## config.mk

```make
export PLATFORM = sky130hd
export DESIGN_NAME = regfile_wb_ctrl
export DESIGN_NICKNAME = d
export VERILOG_FILES = /design/src/rtl/wb_pkg.sv /design/src/rtl/wb_fifo.sv /design/src/rtl/regfile_wb_ctrl.sv
export SDC_FILE = /design/constraint.sdc
export NUM_CORES = 1
export LEC_CHECK = 0
export CAP_MARGIN = 15
export CORE_MARGIN = 1
export CORE_UTILIZATION = 30
export DETAILED_ROUTE_END_ITERATION = 12
export HOLD_SLACK_MARGIN = 0.15
export PLACE_DENSITY = 0.5
export SETUP_SLACK_MARGIN = 0.5
export SYNTH_ARGS = -nofsm -noshare
export SYNTH_HDL_FRONTEND = slang
export SYNTH_SLANG_ARGS = --single-unit
```

## constraint.sdc

```tcl
create_clock -name clk -period 3.8 [get_ports clk]
set_clock_uncertainty 0.15 [all_clocks]
set_input_delay 0.76 -clock clk [delete_from_list [all_inputs] [get_ports clk]]
set_output_delay 0.76 -clock clk [all_outputs]
set_load 0.05 [all_outputs]
```

## src/rtl/wb_pkg.sv

```systemverilog
// Shared types and constants for the register-file writeback controller.
package wb_pkg;

    localparam int DEFAULT_DATA_W = 32;
    localparam int DEFAULT_ADDR_W = 5;
    localparam int NUM_REGS       = 16;

    typedef struct packed {
        logic [DEFAULT_ADDR_W-1:0] addr;
        logic [DEFAULT_DATA_W-1:0] data;
    } wb_entry_t;

    // Addresses at or beyond the physical register count are dropped at drain time.
    function automatic logic addr_oob(input logic [DEFAULT_ADDR_W-1:0] a);
        return a >= DEFAULT_ADDR_W'(NUM_REGS);
    endfunction

endpackage

```

## src/rtl/wb_fifo.sv

```systemverilog
// Synchronous writeback FIFO with two push ports; push0 lands ahead of push1.
module wb_fifo
    import wb_pkg::*;
#(
    parameter  int DEPTH = 4,
    localparam int CNT_W = $clog2(DEPTH + 1),
    localparam int PTR_W = (DEPTH > 1) ? $clog2(DEPTH) : 1
) (
    input  logic             clk,
    input  logic             reset,
    input  logic             push0,
    input  wb_entry_t        din0,
    input  logic             push1,
    input  wb_entry_t        din1,
    input  logic             pop,
    output wb_entry_t        head,
    output logic [CNT_W-1:0] count
);

    wb_entry_t        mem [DEPTH];
    logic [PTR_W-1:0] wr_ptr;
    logic [PTR_W-1:0] rd_ptr;
    logic [PTR_W-1:0] wr_ptr_1;

    function automatic logic [PTR_W-1:0] bump(input logic [PTR_W-1:0] p, input int unsigned n);
        int unsigned s;
        s = (32'(p) + n) % 32'(DEPTH);
        return PTR_W'(s);
    endfunction

    assign wr_ptr_1 = bump(wr_ptr, 1);
    assign head     = mem[rd_ptr];

    always_ff @(posedge clk) begin
        if (reset) begin
            wr_ptr <= '0;
            rd_ptr <= '0;
            count  <= '0;
        end else begin
            if (push0) mem[wr_ptr] <= din0;
            if (push1) mem[push0 ? wr_ptr_1 : wr_ptr] <= din1;
            wr_ptr <= bump(wr_ptr, 32'(push0) + 32'(push1));
            rd_ptr <= bump(rd_ptr, 32'(pop));
            count  <= count + CNT_W'(push0) + CNT_W'(push1) - CNT_W'(pop);
        end
    end

endmodule

```

## src/rtl/regfile_wb_ctrl.sv

```systemverilog
// Arbitrates LSU/ALU results into the writeback FIFO and drains it to the register file.
// Optional per-register pending scoreboard enabled by WB_SCOREBOARD_EN.
module regfile_wb_ctrl #(
    parameter int DEPTH  = 4,
    parameter int DATA_W = wb_pkg::DEFAULT_DATA_W,
    parameter int ADDR_W = wb_pkg::DEFAULT_ADDR_W
) (
    input  logic              clk,
    input  logic              reset,
    input  logic              lsu_valid,
    output logic              lsu_ready,
    input  logic [ADDR_W-1:0] lsu_addr,
    input  logic [DATA_W-1:0] lsu_data,
    input  logic              alu_valid,
    output logic              alu_ready,
    input  logic [ADDR_W-1:0] alu_addr,
    input  logic [DATA_W-1:0] alu_data,
    input  logic              rd_req,
    output logic              rf_we,
    output logic [ADDR_W-1:0] rf_write_reg,
    output logic [DATA_W-1:0] rf_data,
    input  logic [ADDR_W-1:0] q_addr,
    output logic              q_busy,
    output logic              oob_err
);
    import wb_pkg::*;

    localparam int CNT_W = $clog2(DEPTH + 1);

    logic [CNT_W-1:0] count;
    logic             lsu_push;
    logic             alu_push;
    logic             pop;
    logic             issue;
    wb_entry_t        lsu_e;
    wb_entry_t        alu_e;
    wb_entry_t        head;

    // Handshake: a source transfers on a rising edge where valid and ready are both high;
    // ready never depends on this cycle's pop, and the LSU claims a free slot before the ALU.
    assign lsu_ready = 32'(count) < 32'(DEPTH);
    assign alu_ready = (32'(count) + 32'(lsu_valid)) < 32'(DEPTH);
    assign lsu_push  = lsu_valid && lsu_ready;
    assign alu_push  = alu_valid && alu_ready;
    assign pop       = (count != '0) && !rd_req;
    assign issue     = pop && !addr_oob(head.addr);

    assign lsu_e = '{addr: lsu_addr, data: lsu_data};
    assign alu_e = '{addr: alu_addr, data: alu_data};

    wb_fifo #(.DEPTH(DEPTH)) u_fifo (
        .clk   (clk),
        .reset (reset),
        .push0 (lsu_push),
        .din0  (lsu_e),
        .push1 (alu_push),
        .din1  (alu_e),
        .pop   (pop),
        .head  (head),
        .count (count)
    );

    always_ff @(posedge clk) begin
        if (reset) begin
            rf_we        <= 1'b0;
            rf_write_reg <= '0;
            rf_data      <= '0;
            oob_err      <= 1'b0;
        end else begin
            rf_we <= issue;
            if (issue) begin
                rf_write_reg <= head.addr;
                rf_data      <= head.data;
            end
            if ((lsu_push && addr_oob(lsu_addr)) || (alu_push && addr_oob(alu_addr)))
                oob_err <= 1'b1;
        end
    end

`ifdef WB_SCOREBOARD_EN
    logic [2:0] pend_cnt [NUM_REGS];

    always_ff @(posedge clk) begin
        if (reset) begin
            for (int i = 0; i < NUM_REGS; i++) pend_cnt[i] <= 3'd0;
        end else begin
            for (int i = 0; i < NUM_REGS; i++) begin
                pend_cnt[i] <= pend_cnt[i]
                             + 3'(lsu_push && (lsu_addr == ADDR_W'(i)))
                             + 3'(alu_push && (alu_addr == ADDR_W'(i)))
                             - 3'(issue && (head.addr == ADDR_W'(i)));
            end
        end
    end

    // The in-flight rf_we cycle still counts as pending for its register.
    assign q_busy = !addr_oob(q_addr)
                 && ((pend_cnt[q_addr[3:0]] != 3'd0) || (rf_we && (rf_write_reg == q_addr)));
`else
    logic unused_q_addr;
    assign unused_q_addr = ^q_addr;
    assign q_busy        = 1'b0;
`endif

endmodule

```

* Word level (Yosys, flattened, before mapping)
Memory sizes are Yosys's and may differ from the RTL's. A register that Yosys moved wholly into a read port is not among the register bits.
Cells that the tools add are included.
** Word-level totals
- Flip-flop bits (word level) :: 46
- RAM bits :: 148
- Memories :: 1
** Memory list
- u_fifo.mem :: depth 4, width 37, rd ports 1, clocked after Yosys merged registers in 1, write ports 2, line wb_fifo.sv:20 : wb_entry_t mem [DEPTH];
** Operators by class
- Add/subtract/negate cells :: 8
- Order comparisons :: 5
- Muxes and demuxes :: 8
- Reduce and logical (&&, ||, !) cells :: 10
** Operators with widths (count)
- greater-or-equal comparator 5 bit, second input constant :: 3
- adder 3 x 1 -> 3 bit :: 2
- logical AND 1 bit :: 6
- 2-to-1 mux 1 bit :: 6
- adder 3 x 1 -> 4 bit :: 1
- < comparator 4 x 3 -> 1 bit, second input constant :: 1
- 2-to-1 mux 2 bit :: 2
- < comparator 3 bit, second input constant :: 1
- nonzero test 3 bit :: 1
- subtractor 3 x 1 -> 3 bit :: 1
- adder 1 x 1 -> 2 bit :: 1
- adder 2 x 1 -> 2 bit :: 1
- adder 2 x 1 -> 2 bit, second input constant :: 1
- adder 2 bit :: 1
- zero test 1 bit :: 2
- logical OR 1 bit :: 1

* Depth between registers and ports, before layout
Gate-level depths: netlist of run 1.
- Depth after elaboration :: 6
- Mapped depth :: 12
- Mapped depth without buffers :: 11

* By module
From an unflattened synthesis of run 1, not the netlist that was laid out.
** Unflattened totals
- Cells, all modules :: 581
- Area total of the unflattened synthesis :: 9649.3 sq um
** Modules (own cells, without submodules)
- wb_fifo :: instances 1, cells an instance 408, area an instance 7877.6 sq um
- regfile_wb_ctrl :: instances 1, cells an instance 173, area an instance 1771.7 sq um

* Worst setup path before layout of run 1
OpenSTA, ideal clock, no wires.
- Path type :: input to register
- Start point :: in lsu_valid
- End point :: mem u_fifo.mem[2][0] (netlist bit), enable pin
- Setup time :: 444 ps
- Arrival :: 3444 ps
- Data required time :: 3206 ps
- Slack :: -237 ps
- Cell stages on the path :: 6
- Path through :: nor2b_2 buf_6 ha_1 nor2b_1 nand3b_1 a21oi_1
** RTL lines
- from (decl) :: line regfile_wb_ctrl.sv:10 : input logic lsu_valid,
- to (decl) :: line wb_fifo.sv:20

==> results of run 1 <==
-- cell families (layout without fill, tap and decap cells) --
group,after synthesis,count (layout),synth area share (%)
AO/OA/AOI/OAI,44,44,2.42
AND/OR/NAND/NOR,102,102,5.14
other,1,2,0.0391
buffers and inverters,47,183,4.62
multiplexers,186,186,29.8
adder cells (fa/ha/maj),11,11,1.67
XOR/XNOR,3,3,0.274
flip-flops,194,194,56.0
-- worst max-delay path by stage --
| stage | to | slack [ns] | cells after the start |
|---|---|---|---|
| CTS | u_fifo.mem[2][36]$_DFFE_PP_ | 0.65 | 7 |
| detailed placement | u_fifo.mem[2][36]$_DFFE_PP_ | 0.21 | 7 |
| global route | u_fifo.mem[2][36]$_DFFE_PP_ | 0.56 | 7 |
| global placement | u_fifo.mem[2][36]$_DFFE_PP_ | 0.23 | 7 |
| floorplan | u_fifo.mem[1][0]$_DFFE_PP_ | 0.53 | 6 |
| finish | u_fifo.mem[2][36]$_DFFE_PP_ | 0.69 | 7 |
-- per-stage QoR --
stage / worst slack, ns / instance area (um^2) / cells / total power [uW] / hold WS [ns]
after floorplan: 0.529 / 9600 / 588 / 4780 / 0.416
after detailed placement: 0.213 / 11200 / 1094 / 5560 / 0.299
final: 0.686 / 11800 / 1127 / 7310 / 0.308
after global placement: 0.234 / 11200 / 1094 / 5490 / 0.296
after CTS: 0.650 / 11800 / 1126 / 7440 / 0.309
after global routing: 0.561 / 11800 / 1127 / 7690 / 0.330
-- cell type report --
class,instances,area [um^2],area share [%]
Sequential cell,194,5370,45.5
Timing Repair Buffer,144,1470,12.5
Clock buffer,20,457,3.87
Tap cell,402,503,4.26
Inverter,7,26.3,0.223
Clock inverter,12,148,1.25
Multi-Input combinational cell,347,3820,32.4
Antenna cell,1,2.50,0.0212
-- routing by layer --
layer / routed length [um] / GRT usage, % / share of wire, % / vias up
li1: - / - / - / 2472
met1: 10300 / 18.8 / 44 / 2792
met2: 12200 / 26.1 / 52 / 117
met3: 847 / 3.04 / 3.6 / 16
met4: 270 / 4.00 / 1.1 / 0
met5: 0 / 0 / 0 / -
-- worst reg2reg max path, stage by stage, from the launching register on --
cell and delay, ns:
dfxtp_1 0.35, ha_1 0.21, and3b_1 0.20, a32o_1 0.19, and2_1 0.19, inv_1 0.06, ha_1 0.28, inv_1 0.05
fa_1 0.37, fa_1 0.39, xor2_1 0.16, nor2_1 0.05
-- synthesized netlist by cell type (all sizes together) --
cell	instances	share of area (%)
and2	2	0.13
nand3	2	0.10
nand2	75	2.9
mux2i	1	0.24
ha	8	1.0
edfxtp	148	46
o211ai	1	0.078
xor2	1	0.091
nor3	2	0.22
a32oi	1	0.091
dfxtp	46	9.6
or3	1	0.065
xnor2	2	0.18
nor2b	6	0.42
mux4	37	8.7
a21oi	41	2.1
fa	3	0.63
nand4b	2	0.18
inv	7	0.27
a32o	1	0.10
clkbuf	7	0.27
nand3b	2	0.16
mux2	148	21
buf	33	4.1
nor3b	1	0.078
nor2	6	0.24
and3b	1	0.091
conb	1	0.039
nor4bb	2	0.52
-- power by group --
part	internal (uW)	switching, uW	total [uW]
clock	1020	834	1860
combinational	1140	1400	2540
sequential	2770	140	2920
total	4940	2380	7310
==> impl_metrics.yaml, run 1 <==
sta:
  hold_viol_final: 0
  period_needed_ns: 3.11
  worst_slew_margin_rel_pct: 38.8
  finalCritPeriodShare_pct: 81.9
  fin_setup_tns_ns: 0
  setup_viol: 0
  max_freq_mhz: 321
  slew_viol_final: 0
  tightest_slew_ns: 0.918
  rsz0062_at_grt: "false"
worst_setup_path:
  cp_max_fo: 21
  critPathLaunchType: "input pin"
  critical_path_arrival_ns: 3.14
  r2r_cells: 11
  worstReg2RegEnd: "u_fifo.count[2]$_SDFF_PP0_"
  critPathBufInv: 2
  r2r_setup_slack_ns: 1.01
  crit_required_ns: 3.83
  crit_family: "simple AND/OR/NAND/NOR gates"
  crit_path_end_kind: "flop"
  r2r_start: "u_fifo.count[1]$_SDFF_PP0_"
  crit_start: "lsu_valid"
  crit_slowest_cell: "clkdlybuf4s50_1"
  max_stage_delay_ns: 0.50
  critPathKind: "in -> reg"
  worstPathCellList: "clkdlybuf4s50_1 > nor2b_2 > ha_1 > nor2b_1 > nor4bb_4 > buf_12 > mux2_2"
global_routing:
  antenna_found_initial: 1
  grt.total_usage_pct: 15.0
  overflow: 0
  grt_pass1_wl_mm: 35.7
  grt_max_degree: 38
  grt_pass1_vias: 5806
logic_synthesis:
  netlist_instances: 588
  ys_types: 37
  synth_nets: 683
  syn-mean-instance-area_um2: 16.3
  ys_warn_count: 0
  netlist_area_mm2: 0.00958
  synth_seq_cells: 194
  yosysSeqAreaShare_pct: 56.0
route:
  routed_wl_mm: 23.6
  viasPerCell: 4.79
  ant_nets: 0
  routedWlPerCell_um: 20.9
  drc: 0
  drt_iter0_markers: 277
  vias: 5397
  firstDrtPassIters: 4
die:
  pin_count: 126
  num_rows: 65
  dieHeight_um: 181
  initial_utilization_pct: 30.4
  dieArea_mm2: 0.0327
  fp.dieW_um: 181
  coreArea_mm2: 0.0315
clocking:
  cts_resized: 0
  cts_tree: "built"
  root_buffer: "clkbuf_16"
  cts_hold_buffers: 0
  cts-htree-levels: 4
  numCtsBuffers: 17
  cts_setup_buffers: 0
  path_clk_slew_ns: 0.07
  cts_sinks: 194
  insertion_delay_ns: 0.43
  clk_path_buf_depth: 2
placed_design:
  gp_congestion: 0.717
  io_buffers: 119
  dp_hpwl_mm: 14.4
finish:
  postLayoutCoreUtil_pct: 37.5
  areaGrowthSynthToFinish_pct: 23.1
  final_common_cell: "edfxtp_1"
  fill_cells: 2939
  drive_above_1_share_pct: 31.1
  most-common-layout-cells: "148 x edfxtp_1, 117 x clkdlybuf4s50_1, 90 x mux2_4"
  nets: 806
  largest_reg_flops: 148
power:
  powerDensity_mw_per_mm2: 620
  vdd_drop_max_mv: 0.331
  leakagePower_uw: 0.00414
hold_path:
  holdPathEnd: "rf_data[5]$_SDFFE_PP0P_"
  worstHoldStart: "rf_data[5]$_SDFFE_PP0P_"
  hold_class: "reg -> reg"
  whs_path_depth: 2
flow_run:
  drv_cap: 0
run_status:
  status: "finished, final reports clean"
No activity file was read; power rests on OpenSTA's default activity.
==> run 2, diff against run 1 <==
- clock period: 3.8 -> 2.5 ns (I/O delays scaled with it)
==> impl_metrics.yaml, run 2 (synthesis gave the netlist of run 1 again) <==
run_status:
  status: "finished with violations"
  violations: "setup timing"
clocking:
  numCtsBuffers: 17
  cts_hold_buffers: 0
  root_buffer: "clkbuf_16"
  cts_tree: "built"
  clk_path_buf_depth: 2
  insertion_delay_ns: 0.44
  cts_sinks: 194
  path_clk_slew_ns: 0.07
  cts-htree-levels: 4
power:
  vdd_drop_max_mv: 0.543
  p_total_uw: 12800
  p_clk_share_pct: 19.9
  pwr-share-seq_pct: 34.5
  p_int_uw: 8670
  leakagePower_uw: 0.00528
  switching_share_pct: 32.3
  powerDensity_mw_per_mm2: 926
  combinationalPowerShare_pct: 45.6
  power_switching_uw: 4130
worst_setup_path:
  max_stage_delay_ns: 0.36
  crit_top_cell: "buf_4"
  critical_path_arrival_ns: 2.67
  r2r_setup_slack_ns: -0.13
  critPathKind: "reg -> reg"
  worstPathCellList: "ha_4 > and3b_1 > a32o_2 > buf_4 > buf_6 > nor4bb_4 > buf_4 > buf_8 > buf_12 > mux2_4"
  r2r_start: "u_fifo.count[2]$_SDFF_PP0_"
  critPathLaunchType: "flop"
  crit_slowest_cell: "dfxtp_4"
  crit_required_ns: 2.54
  crit_path_end_kind: "flop"
  critPathBufInv: 5
  crit_family: "buffers and inverters"
  crit_start: "u_fifo.count[2]$_SDFF_PP0_"
  cp_max_fo: 8
placed_design:
  gp_congestion: 0.736
  io_buffers: 119
  dp_hpwl_mm: 15.4
  dpl_cell_area_mm2: 0.0118
  place_ws_ns: -0.625
sta:
  period_needed_ns: 2.63
  slew_viol_final: 0
  max_freq_mhz: 381
  setup_slack_ns: -0.128
  tightest_slew_ns: 0.641
  hold_ws_ns: 0.304
  fin_setup_tns_ns: -6.46
  worst_slew_margin_rel_pct: 57.2
  setup_viol: 123
  finalCritPeriodShare_pct: 105
  rsz0062_at_grt: "true"
  hold_viol_final: 0
finish:
  antenna_cells: 0
  nets: 908
  largest_reg_flops: 148
  drive_above_1_share_pct: 46.1
  areaGrowthSynthToFinish_pct: 44.3
  most-common-layout-cells: "148 x edfxtp_1, 143 x mux2_4, 76 x clkdlybuf4s50_1"
  final_common_cell: "edfxtp_1"
  stdcell_area_mm2: 0.0138
hold_path:
  worstHoldStart: "rf_data[6]$_SDFFE_PP0P_"
  hold_class: "reg -> reg"
global_routing:
  grt.total_usage_pct: 16.3
  grt_pass1_vias: 6273
  grt_pass1_wl_mm: 38.9
  antenna_found_initial: 0
  overflow: 0
  grt_max_degree: 46
route:
  met2_length_mm: 13.8
  routed_wl_mm: 26.2
  highest_layer: "met4"
  drc: 0
  routedWlPerCell_um: 21.3
  ant_nets: 0
  m1WireLength_mm: 11.4
  viasPerCell: 4.71
  wl_met3_um: 769
  firstDrtPassIters: 5
  drt_iter0_markers: 283
  vias: 5778
die:
  fp.dieW_um: 181
  dieHeight_um: 181
  coreArea_mm2: 0.0315
  pin_count: 126
  num_rows: 65
  dieArea_mm2: 0.0327
  initial_utilization_pct: 30.4
flow_run:
  drv_cap: 0
run 2: cell count changes in the layout (fill, tap and decap cells not counted), sizes merged, moves of 2 or more:
| cell | before | now |
|---|---|---|
| clkdlybuf4s50 | 117 | 76 |
| buf | 27 | 125 |
| dlygate4sd2 | 0 | 23 |
| clkdlybuf4s15 | 0 | 17 |
| inv | 12 | 9 |
| clkinv | 3 | 7 |
| clkbuf | 20 | 23 |
| clkinvlp | 2 | 5 |
| bufinv | 2 | 0 |
run 2: power by group through the flow:
| stage | Clock, uW | Combinational [uW] | Sequential [uW] |
|---|---|---|---|
| 2_1_floorplan | 0 | 2560 | 4880 |
| 3_3_place_gp | 0 | 4360 | 4460 |
| 3_5_place_dp | 0 | 4420 | 4490 |
| 4_1_cts | 2620 | 5560 | 4420 |
| 5_1_grt | 2740 | 6180 | 4470 |
| 6_report | 2550 | 5840 | 4410 |
run 2: worst reg2reg max path: stages (launching register included):
cell      delay [ns]
dfxtp_4         0.36
ha_4            0.15
and3b_1         0.21
a32o_2          0.20
buf_4           0.12
buf_6           0.11
nor4bb_4        0.32
buf_4           0.18
buf_8           0.13
buf_12          0.15
mux2_4          0.30
run 2: timing repair:
item | 4_1_cts | 5_1_grt
buffers inserted | 31 | 13
endpoints found under the setup margin | 378 | 314
gates cloned | 22 | 5
resized for setup | 152 | 27
pin swaps | 11 | 7
run 2: cell type report:
| type | count | area (um^2) |
|---|---|---|
| sequential | 194 | 5380 |
| clock inverter | 14 | 108 |
| tap | 402 | 503 |
| clock buffer | 18 | 429 |
| multi-input combinational | 347 | 4120 |
| inverter | 7 | 32.5 |
| fill | 2721 | 17600 |
| timing repair buffer | 246 | 3260 |
run 2: per-layer routing:
| layer | global-route usage, % | vias up |
|---|---|---|
| met1 | 20.3 | 2967 |
| met2 | 29.6 | 104 |
| met4 | 3.62 | 0 |
| met5 | 0 | - |
| li1 | - | 2691 |
| met3 | 2.66 | 16 |
run 2: final timing paths:
kind,end,cells after the start
setup / recovery,u_fifo.mem[2][36]$_DFFE_PP_,10
hold / removal,rf_data[6]$_SDFFE_PP0P_,2
setup reg to reg,u_fifo.mem[2][36]$_DFFE_PP_,10
hold reg to reg,rf_data[6]$_SDFFE_PP0P_,2
run 2: metrics by stage:
stage,std cells,utilization [%]
floorplan,588,-
global placement,1125,37.4
detailed placement,1125,37.4
CTS,1210,42.9
global route,1228,43.9
finish,1228,43.9
==> run 3, diff against run 2 <==
- SYNTH_HIERARCHICAL: unset -> 1
==> impl_metrics.yaml, run 3 <==
die:
  fp.dieW_um: 181
  initial_utilization_pct: 30.5
  dieHeight_um: 181
  coreArea_mm2: 0.0316
  dieArea_mm2: 0.0329
  num_rows: 65
  pin_count: 126
power:
  leakagePower_uw: 0.00493
  powerDensity_mw_per_mm2: 927
  p_total_uw: 12400
  vdd_drop_max_mv: 0.471
global_routing:
  use_met2_pct: 27.9
  overflow: 0
  grt_use_met1_pct: 18.4
  grt_busiest_layer: "met2"
  grt_pass1_vias: 6084
  grt_max_degree: 82
  grt_pass1_wl_mm: 37.1
  met3_usage_pct: 3.81
  antenna_found_initial: 5
  grt.total_usage_pct: 15.6
sta:
  slew_viol_final: 0
  tightest_slew_ns: 0.770
  period_needed_ns: 2.27
  setup_viol: 0
  hold_ws_ns: 0.322
  hold_viol_final: 0
  worst_slew_margin_rel_pct: 48.7
  max_freq_mhz: 440
  finalCritPeriodShare_pct: 91.0
  rsz0062_at_grt: "true"
logic_synthesis:
  synth.most_common_cell: "edfxtp_1"
  yosysTopAreaCell: "edfxtp_1"
  synth_ff_type: "edfxtp_1"
  synthArstFlopShare_pct: 0
  syn-mean-instance-area_um2: 16.6
  netlist_area_mm2: 0.00965
  netlist_instances: 581
  ys_types: 34
  synth.top_cell.area_share_pct: 46.1
  synthTopCellsByArea: "edfxtp_1 46%, dfxtp_1 9.5%, mux2_4 9.0%, mux4_2 8.6%, mux2_2 8.4%"
  ys_warn_count: 6
  synth_nets: 675
  synth_seq_cells: 194
  synthTopCellsByCount: "148 x edfxtp_1, 72 x mux2_2, 72 x nand2b_1"
  yosysSeqAreaShare_pct: 55.6
  synth_edf_count: 148
finish:
  final_common_cell: "edfxtp_1"
  areaGrowthSynthToFinish_pct: 38.8
  nets: 861
  drive_above_1_share_pct: 42.3
  stdcell_area_mm2: 0.0134
  largest_reg_flops: 148
  most-common-layout-cells: "148 x edfxtp_1, 97 x mux2_4, 76 x clkdlybuf4s50_1"
  fill_cells: 2816
worst_setup_path:
  crit_path_end_kind: "flop"
  cp_max_fo: 7
  critPathLaunchType: "flop"
  critical_path_arrival_ns: 2.28
  critPathKind: "reg -> reg"
  crit_required_ns: 2.50
placed_design:
  dpl_cell_area_mm2: 0.0117
  gp_congestion: 0.751
  io_buffers: 119
  dp_hpwl_mm: 14.6
route:
  firstDrtPassIters: 4
  routed_wl_mm: 26.0
  drt_iter0_markers: 257
  viasPerCell: 4.73
  drc: 0
  ant_nets: 0
  vias: 5593
  routedWlPerCell_um: 22.0
clocking:
  path_clk_slew_ns: 0.07
  cts-htree-levels: 4
  clk_path_buf_depth: 2
  numCtsBuffers: 17
  cts_tree: "built"
  insertion_delay_ns: 0.43
  root_buffer: "clkbuf_16"
  cts_sinks: 194
run_status:
  status: "finished, final reports clean"
hold_path:
  hold_class: "reg -> reg"
flow_run:
  drv_cap: 0
## run 3: critical path, stage by stage, from the launching register on
cell and delay [ns]:
dfxtp_2 0.33, and2b_2 0.25, ha_4 0.24, nor3b_4 0.26
buf_6 0.15, nand2_8 0.11, buf_12 0.18, nand2_8 0.13
clkbuf_16 0.17
## run 3: area by class of cell
type | instances | area [um^2] | area share, %
clock inverter | 13 | 140 | 1.05
antenna | 1 | 2.50 | 0.0187
timing repair buffer | 205 | 2630 | 19.6
sequential | 194 | 5380 | 40.2
clock buffer | 19 | 453 | 3.38
multi-input combinational | 341 | 4260 | 31.8
tap | 402 | 503 | 3.76
inverter | 8 | 30.0 | 0.224
## run 3: where the power goes
group	internal (uW)	total [uW]	switching, uW
clock network	1470	2770	1300
registers	4260	4490	229
logic	2680	5150	2470
total	8410	12400	4000
## run 3: final timing paths
path | startpoint | endpoint | slack [ns] | cells after the start
min reg2reg | rf_write_reg[3]$_SDFFE_PP0P_ | rf_write_reg[3]$_SDFFE_PP0P_ | 0.32 | 2
max reg2reg | u_fifo/count[2]$_SDFF_PP0_ | u_fifo/mem[2][17]$_DFFE_PP_ | 0.23 | 8
max | u_fifo/count[2]$_SDFF_PP0_ | u_fifo/mem[2][17]$_DFFE_PP_ | 0.23 | 8
min | rf_write_reg[3]$_SDFFE_PP0P_ | rf_write_reg[3]$_SDFFE_PP0P_ | 0.32 | 2
## run 3: stage by stage
stage | std cells | setup slack, ns | setup TNS (ns) | util [%]
after CTS | 1165 | 0.227 | 0 | 41.0
after global routing | 1182 | 0.161 | 0 | 42.3
final | 1183 | 0.225 | 0 | 42.3
after global placement | 1105 | -0.420 | -104.51 | 37.1
after detailed placement | 1105 | -0.424 | -107.28 | 37.1
after floorplan | 581 | 0.0411 | 0 | -
## run 3: cell families (layout without fill, tap and decap cells)
| logic type | Yosys count | count (layout) | synth area share [%] |
|---|---|---|---|
| mux | 223 | 223 | 32.1 |
| flops | 194 | 194 | 55.6 |
| simple gates | 98 | 98 | 6.48 |
| buf+inv | 46 | 245 | 3.54 |
| fa+ha+maj | 10 | 10 | 1.53 |
| compound gates | 5 | 5 | 0.324 |
| xor+xnor | 4 | 4 | 0.363 |
| other cells | 1 | 2 | 0.0389 |
## run 3: timing repair
action / in CTS / in global routing
resized for setup: 102 / 60
cloned: 10 / 11
pin swaps: 4 / 7
endpoints found under the hold margin: 1 / 0
setup buffers: 17 / 6
hold buffers: 1 / 0
setup endpoints to repair: 339 / 357
## run 3: per-layer routing
metal  share of wire [%]  wire length (um)  vias to the layer above
met5                0.20                51                        -
met4                 1.0               266                        8
met3                 4.2              1090                       24
met2                  52             13600                      112
met1                  42             11000                     2867
li1                    -                 -                     2582
